<file path="src/rtl/fp_acc_round_if.sv">
// fp_acc_round_if: sample-in / result-out valid-ready bundle for fp_acc_round.
interface fp_acc_round_if #(parameter int IW = 13, parameter int OW = 11);
  logic          in_valid;
  logic          in_ready;
  logic [IW-1:0] in_data;
  logic          in_ovf;
  logic          out_valid;
  logic          out_ready;
  logic [OW-1:0] out_data;
  logic          out_sat;
  logic          out_ovf;
  modport master (output in_valid, in_data, in_ovf, out_ready,
                  input  in_ready, out_valid, out_data, out_sat, out_ovf);
  modport slave  (input  in_valid, in_data, in_ovf, out_ready,
                  output in_ready, out_valid, out_data, out_sat, out_ovf);
endinterface

</file>
<file path="src/rtl/fp_acc_round.sv">
// fp_acc_round: accumulate ACC_LEN fixed-point samples, round to OUT_FRAC bits and saturate.
// Define FP_ACC_RNE_EN for round-half-to-even; otherwise round-half-up.
module fp_acc_round #(
  parameter int IN_INT    = 8,
  parameter int IN_FRAC   = 5,
  parameter int OUT_INT   = 8,
  parameter int OUT_FRAC  = 3,
  parameter int ACC_LEN   = 4,
  parameter int ACC_GUARD = 2
) (
  input logic clk,
  input logic rst,
  fp_acc_round_if.slave bus
);
  localparam int IW = IN_INT + IN_FRAC;
  localparam int OW = OUT_INT + OUT_FRAC;
  localparam int AW = IW + ACC_GUARD;
  localparam int SH = IN_FRAC - OUT_FRAC;
  localparam int CW = $clog2(ACC_LEN + 1);
  localparam logic [1:0] IDLE = 2'd0, ACC = 2'd1, RND = 2'd2, HOLD = 2'd3;
  localparam logic signed [AW:0] MAXV = (AW+1)'((64'sd1 <<< (OW-1)) - 64'sd1);
  localparam logic signed [AW:0] MINV = -MAXV - (AW+1)'(1);
  logic [1:0] state;
  logic [CW-1:0] cnt;
  logic signed [AW-1:0] acc, in_sext;
  logic signed [AW:0] accx, r;
  logic ovf, accept, last, sat_hi, sat_lo;
  logic [OW-1:0] rd;
  assign bus.in_ready = rst && (state == IDLE || state == ACC);
  assign accept = bus.in_valid && bus.in_ready;
  assign last = cnt == CW'(ACC_LEN - 1);
  assign in_sext = AW'($signed(bus.in_data));
  // one extra MSB so the rounding carry can never wrap
  assign accx = {acc[AW-1], acc};
`ifdef FP_ACC_RNE_EN
  localparam logic [SH-1:0] HALF_D = SH'(1) << (SH - 1);
  logic signed [AW:0] trunc;
  logic [SH-1:0] disc;
  logic up;
  assign trunc = accx >>> SH;
  assign disc = acc[SH-1:0];
  assign up = (disc > HALF_D) || (disc == HALF_D && acc[SH]);
  assign r = trunc + (AW+1)'(up);
`else
  localparam logic signed [AW:0] HALF = (AW+1)'(1) <<< (SH - 1);
  assign r = (accx + HALF) >>> SH;
`endif
  assign sat_hi = r > MAXV;
  assign sat_lo = r < MINV;
  assign rd = sat_hi ? MAXV[OW-1:0] : sat_lo ? MINV[OW-1:0] : r[OW-1:0];
  always_ff @(posedge clk or negedge rst) begin
    if (!rst) begin
      state         <= IDLE;
      acc           <= '0;
      cnt           <= '0;
      ovf           <= 1'b0;
      bus.out_valid <= 1'b0;
      bus.out_data  <= '0;
      bus.out_sat   <= 1'b0;
      bus.out_ovf   <= 1'b0;
    end else begin
      case (state)
        IDLE: if (accept) begin
          acc   <= in_sext;
          cnt   <= CW'(1);
          ovf   <= bus.in_ovf;
          state <= (ACC_LEN == 1) ? RND : ACC;
        end
        ACC: if (accept) begin
          acc   <= acc + in_sext;
          cnt   <= cnt + CW'(1);
          ovf   <= ovf | bus.in_ovf;
          state <= last ? RND : ACC;
        end
        RND: begin
          bus.out_data  <= rd;
          bus.out_sat   <= sat_hi || sat_lo;
          bus.out_ovf   <= ovf;
          bus.out_valid <= 1'b1;
          state         <= HOLD;
        end
        default: if (bus.out_ready) begin
          bus.out_valid <= 1'b0;
          state         <= IDLE;
        end
      endcase
    end
  end
endmodule

</file>
<file path="src/flat_wrapper.sv">
// flat-port wrapper written by rule: the top's interface ports become plain ports
module fp_acc_round_flat 
#(
  parameter int IN_INT    = 8,
  parameter int IN_FRAC   = 5,
  parameter int OUT_INT   = 8,
  parameter int OUT_FRAC  = 3,
  parameter int ACC_LEN   = 4,
  parameter int ACC_GUARD = 2
)
  (clk, rst, bus_in_valid, bus_in_data, bus_in_ovf, bus_out_ready, bus_in_ready, bus_out_valid, bus_out_data, bus_out_sat, bus_out_ovf);
  fp_acc_round_if #(.IW(13), .OW(11)) bus_i ();
  input logic clk;
  input logic rst;
  input wire logic [$bits(bus_i.in_valid)-1:0] bus_in_valid;
  input wire logic [$bits(bus_i.in_data)-1:0] bus_in_data;
  input wire logic [$bits(bus_i.in_ovf)-1:0] bus_in_ovf;
  input wire logic [$bits(bus_i.out_ready)-1:0] bus_out_ready;
  output wire logic [$bits(bus_i.in_ready)-1:0] bus_in_ready;
  output wire logic [$bits(bus_i.out_valid)-1:0] bus_out_valid;
  output wire logic [$bits(bus_i.out_data)-1:0] bus_out_data;
  output wire logic [$bits(bus_i.out_sat)-1:0] bus_out_sat;
  output wire logic [$bits(bus_i.out_ovf)-1:0] bus_out_ovf;
  assign bus_i.in_valid = bus_in_valid;
  assign bus_i.in_data = bus_in_data;
  assign bus_i.in_ovf = bus_in_ovf;
  assign bus_i.out_ready = bus_out_ready;
  assign bus_in_ready = bus_i.in_ready;
  assign bus_out_valid = bus_i.out_valid;
  assign bus_out_data = bus_i.out_data;
  assign bus_out_sat = bus_i.out_sat;
  assign bus_out_ovf = bus_i.out_ovf;
  fp_acc_round #(.IN_INT(IN_INT), .IN_FRAC(IN_FRAC), .OUT_INT(OUT_INT), .OUT_FRAC(OUT_FRAC), .ACC_LEN(ACC_LEN), .ACC_GUARD(ACC_GUARD)) u_core (.clk(clk), .rst(rst), .bus(bus_i));
endmodule
</file>
<file path="config.mk">
export PLATFORM = sky130hd
export DESIGN_NAME = fp_acc_round_flat
export DESIGN_NICKNAME = d
export VERILOG_FILES = /design/src/rtl/fp_acc_round_if.sv /design/src/rtl/fp_acc_round.sv /design/src/flat_wrapper.sv
export SDC_FILE = /design/constraint.sdc
export NUM_CORES = 1
export LEC_CHECK = 0
export BUFFER_PORTS_ARGS = -buffer_cell sky130_fd_sc_hd__buf_2
export CORE_MARGIN = 3
export CORE_UTILIZATION = 52
export DETAILED_ROUTE_END_ITERATION = 16
export HOLD_SLACK_MARGIN = 0.05
export PLACE_DENSITY = 0.76
export SLEW_MARGIN = 10
export SYNTH_ARGS = -nofsm -noshare
export SYNTH_HDL_FRONTEND = slang
export SYNTH_SLANG_ARGS = --single-unit
export TNS_END_PERCENT = 5
</file>
<file path="constraint.sdc">
create_clock -name clk -period 1.93 [get_ports clk]
set_input_delay 0.0965 -clock clk [delete_from_list [all_inputs] [get_ports clk]]
set_output_delay 0.0965 -clock clk [all_outputs]
set_load 0.02 [all_outputs]
</file>
# Word level (Yosys, flattened, before mapping)
# Cells that the tools add are included.
[classes] n_addsub=3 magnitude_cmp=2 n_eq_ne=5 n_mux=18 n_bitwise=2 n_reduce_logical=12
[ops] cell="$mux W15" n=2
[ops] cell="$pmux W15 S2" n=1
[ops] cell="$mux W11" n=2
[ops] cell="$add A15 B3 Y16 const B" n=1
[ops] cell="$add A15 B13 Y15" n=1
[ops] cell="$gt A14 B11 Y1 const B" n=1
[ops] cell="$lt A14 B11 Y1 const B" n=1
[ops] cell="$mux W2" n=4
[ops] cell="$mux W3" n=2
[ops] cell="$pmux W2 S3" n=1
[ops] cell="$pmux W3 S2" n=1
[ops] cell="$reduce_and A3 Y1" n=2
[ops] cell="$ne A2 B1 Y1 const B" n=2
[ops] cell="$pmux W1 S2" n=2
[ops] cell="$reduce_bool A2 Y1" n=2
[ops] cell="$reduce_bool A4 Y1" n=1
[ops] cell="$add A3 B1 Y3 const B" n=1
[ops] cell="$eq A3 B2 Y1 const B" n=1
[ops] cell="$mux W1" n=3
[ops] cell="$eq A2 B1 Y1 const B" n=1
[ops] cell="$eq A2 B2 Y1 const B" n=1
[ops] cell="$logic_and A1 B1 Y1" n=2
[ops] cell="$logic_not A2 Y1" n=1
[ops] cell="$logic_or A1 B1 Y1" n=2
[ops] cell="other kinds (4)" n=4
[word_totals] reg_bits=35 output_inout_bits=15

# Longest topological paths before layout
[logic_depth] depth_word=6 mapped_depth=10 depth_no_buf=10

# Worst setup path after synthesis
# OpenSTA, ideal clock, no wires.
[synth_timing] path_kind="reg2reg" startpoint="reg u_core.acc[0]" endpoint="reg u_core.acc[12]" setup_ns=0.128 arrival_ns=1.964 required_time_ns=1.802 path_slack_ns=-0.162 path_stages_with_launch=11 path_buffers=0 synth_period_minus_slack_ns=2.092 cell_sequence="dfrtp_1 -> ha_1 -> inv_1 -> fa_1 -> nand2b_1 -> a21oi_1 -> o21ai_1 -> nand2b_1 -> a41oi_1 -> a311oi_1 -> o21ai_0"
[synth_via] elab_chain_len=3
[synth_rtl] element="start: declaration" line="fp_acc_round.sv:25" rtl="logic signed [AW-1:0] acc, in_sext;"
[synth_rtl] element="start signal: assignment" line="fp_acc_round.sv:64" rtl="acc <= in_sext;"
[synth_rtl] element="start signal: assignment" line="fp_acc_round.sv:70" rtl="acc <= acc + in_sext;"
[synth_rtl] element="$add A15 B13 Y15" line="fp_acc_round.sv:70"
[synth_rtl] element="$mux W15" line="fp_acc_round.sv:69" rtl="ACC: if (accept) begin"
[synth_rtl] element="$pmux W15 S2" line="fp_acc_round.sv:62" rtl="case (state)"
# Every way passes these cells. The select of a mux whose other input is x is not followed.
# A chain may end at the register's enable or synchronous reset.

# Worst setup path after layout
# Same ends and word-level chain as after synthesis.

==> flow_summary.toml <==
[finish]
fin_nets = 395
design_area_um2 = 3140
seq_area_um2 = 876
multi_input_area_um2 = 1600
antennaDiodeCount = 0
fillers = 361
drive_above_1_share_pct = 29.8
synthToLayoutAreaGrowth_pct = 25.3
post-route-util_pct = 69.8

[placement]
dp_slack_ns = -0.255
postPlaceCellArea_um2 = 2980
hpwl_um = 4580
place.port_buffers = 32
gp_congestion = 0.920

[floorplanning]
num_rows = 24
die_w_um = 75.5
die_area_um2 = 5690
io_pins = 33
initial_utilization_pct = 55.7
fp.coreArea_um2 = 4500
die_h_um = 75.5

[synthesis]
ys_types = 51
yosys-top-cells-count = "dfrtp_1, nand2_1, nor2_1"
synthFlopType = "dfrtp_1"
syn-instance-count = 293
synth_warnings = 0
synth-seq-cells = 35
ys_seq_area_share_pct = 34.9
postSynthAreaPerCell_um2 = 8.56
synth.top_cell.area_share_pct = 34.9
synth_edf_count = 0
syn_nets = 329
synth_area_leaders = "dfrtp_1, ha_1, a21oi_1"
netlist_area_um2 = 2510
synth_area_leader_cell = "dfrtp_1"
synth.most_common_cell = "dfrtp_1"
synthArstFlopShare_pct = 100

[cts]
clk_pin_slew_ns = 0.07
clock_sinks = 35
cts.path.max_buffers = 2
insertion_delay_ns = 0.29
cts_made_buffers = 5
clockRootBuffer = "clkbuf_8"
cts_tree = "yes"
h-tree-depth = 2

[sta]
grt_setup_unrepaired = "true"
fin_crit_sh_pct = 110
finalMaxSlewViolations = 0
slew_headroom_pct = 67.0
finClkSkew_ns = 0.00288
min_period_ns = 2.13
hold_ws_ns = 0.0842
max_slew.worst_pin.slew_ns = 0.496
setup_slack_ns = -0.198
fmax_mhz = 470
finalHoldViolCount = 0
setup_viol = 19

[detailed_routing]
drt_pass1_iterations = 5
vias = 2376
ant_nets = 0
wl_um = 6060
drcViolationCount = 0
vias_per_cell = 5.78
drt_iter0_drc = 158
avgRoutedWirePerCell_um = 14.7

[global_route]
grt_pass1_wl_um = 10000
overflow = 0
grtUsageTotal_pct = 22.8
antenna_found_initial = 0
grt_max_degree = 37
grt_pass1_vias = 2142

[status]
status = "finished, violations left"
violations = "setup timing"

[critical_path]
critPathLaunchType = "flop"
crit_fanout = 4
end_kind = "flop"
cp.required_ns = 2.10
crit_arrival_ns = 2.30
critPathKind = "flop to flop"

[pwr]
swShare_pct = 43.9
p_comb_share_pct = 62.1
switchingPower_mw = 2.33
leakage_nw = 1.44
p_clk_share_pct = 12.1
intPower_mw = 2.98
vdd_drop_max_mv = 0.831
power.share.sequential_pct = 25.8
powerDensity_nw_per_um2 = 1690

[run]
maxCapViolCount = 0

[min_path]
hold_class = "input port to flop"
==> final timing paths <==
check	end	cells past startpoint	slack [ns]	from
setup / recovery	u_core.acc[12]	10	-0.20	u_core.acc[0]
min in group asynchronous	u_core.bus.out_ovf	3	0.41	rst
hold reg to reg	u_core.cnt[1]	2	0.47	u_core.cnt[1]
setup reg to reg	u_core.acc[12]	10	-0.20	u_core.acc[0]
max in group asynchronous	u_core.acc[6]	3	1.21	rst
hold / removal	u_core.acc[8]	3	0.08	bus_in_data[8]
==> what timing repair did <==
action	CTS	global route
pin swaps	2	2
setup buffers	1	0
gates resized for setup	5	4
endpoints found under the setup margin	19	21
hold buffers	2	0
hold endpoints to repair	36	0
==> worst max-delay path, stage by stage (launching register included) <==
cell and delay [ns]:
dfrtp_1 0.35, ha_2 0.19, inv_2 0.04, fa_2 0.34
nand2b_4 0.16, a21oi_2 0.14, o21ai_1 0.07, nand2b_1 0.15
a41oi_2 0.16, a311oi_1 0.30, o21ai_0 0.11
==> power groups by stage <==
stage	combinational [mW]	sequential, mW	clock, mW
6_report	3.29	1.37	0.644
2_1_floorplan	1.97	1.51	0
5_1_grt	3.68	1.42	0.678
4_1_cts	3.25	1.36	0.646
3_5_place_dp	3.15	1.37	0
3_3_place_gp	3.09	1.35	0
==> logic make-up (layout without fill, tap and decap cells) <==
| family | Yosys count | count (layout) | synth area share, % |
|---|---|---|---|
| XOR/XNOR | 16 | 16 | 5.59 |
| multiplexers | 4 | 4 | 1.70 |
| AND/OR/NAND/NOR | 107 | 107 | 20.8 |
| AO/OA/AOI/OAI | 93 | 93 | 24.3 |
| buffers and inverters | 20 | 86 | 3.39 |
| adder cells (fa/ha/maj) | 18 | 18 | 9.28 |
| flip-flops | 35 | 35 | 34.9 |
==> through the flow <==
stage / setup TNS [ns] / total power [mW] / cells
floorplan: -0.181 / 3.47 / 293
detailed placement: -2.19 / 4.52 / 401
global route: -3.72 / 5.77 / 411
CTS: -2.30 / 5.25 / 411
finish: -1.48 / 5.31 / 411
global placement: -1.40 / 4.44 / 401
==> layout by cell type, fill, tap and decap left out, drive strengths merged, types with 2 or more instances in the layout <==
master / synthesis / layout
a211oi: 4 / 4
a21o: 2 / 2
a21oi: 31 / 31
a31oi: 3 / 3
and2: 2 / 2
and3: 5 / 5
and4: 2 / 2
buf: 3 / 69
clkbuf: 9 / 6
dfrtp: 35 / 35
dlygate4sd3: 0 / 2
ha: 17 / 17
inv: 8 / 8
mux2: 2 / 2
mux2i: 2 / 2
nand2: 33 / 33
nand2b: 4 / 4
nand3: 10 / 10
nand3b: 2 / 2
nand4: 4 / 4
nor2: 32 / 32
nor2b: 4 / 4
nor3: 3 / 3
o21ai: 30 / 30
o21bai: 2 / 2
o22ai: 11 / 11
o31ai: 2 / 2
or3: 3 / 3
xnor2: 9 / 9
xor2: 7 / 7
==> routing by layer <==
layer	wire length, um	global-route usage (%)	vias to the layer above
met3	260	3.30	11
met4	103	7.18	0
met1	2910	31.7	1118
li1	-	-	1189
met5	0	0	-
met2	2790	36.7	58
==> sequential cells by signal, indices dropped and copies added (netlist names) <==
signal	cells
u_core.state	2
u_core.ovf	1
u_core.bus.out_data	11
u_core.bus.out_valid	1
u_core.bus.out_sat	1
u_core.cnt	3
u_core.acc	15
u_core.bus.out_ovf	1
==> final cells by class <==
cell class | count | area share, %
timing repair buffer | 71 | 15.1
clock buffer | 6 | 2.31
multi-input combinational | 238 | 50.8
clock inverter | 1 | 0.955
sequential | 35 | 27.9
inverter | 8 | 0.955
tap | 52 | 2.07
Power figures use the tool's default switching activity.
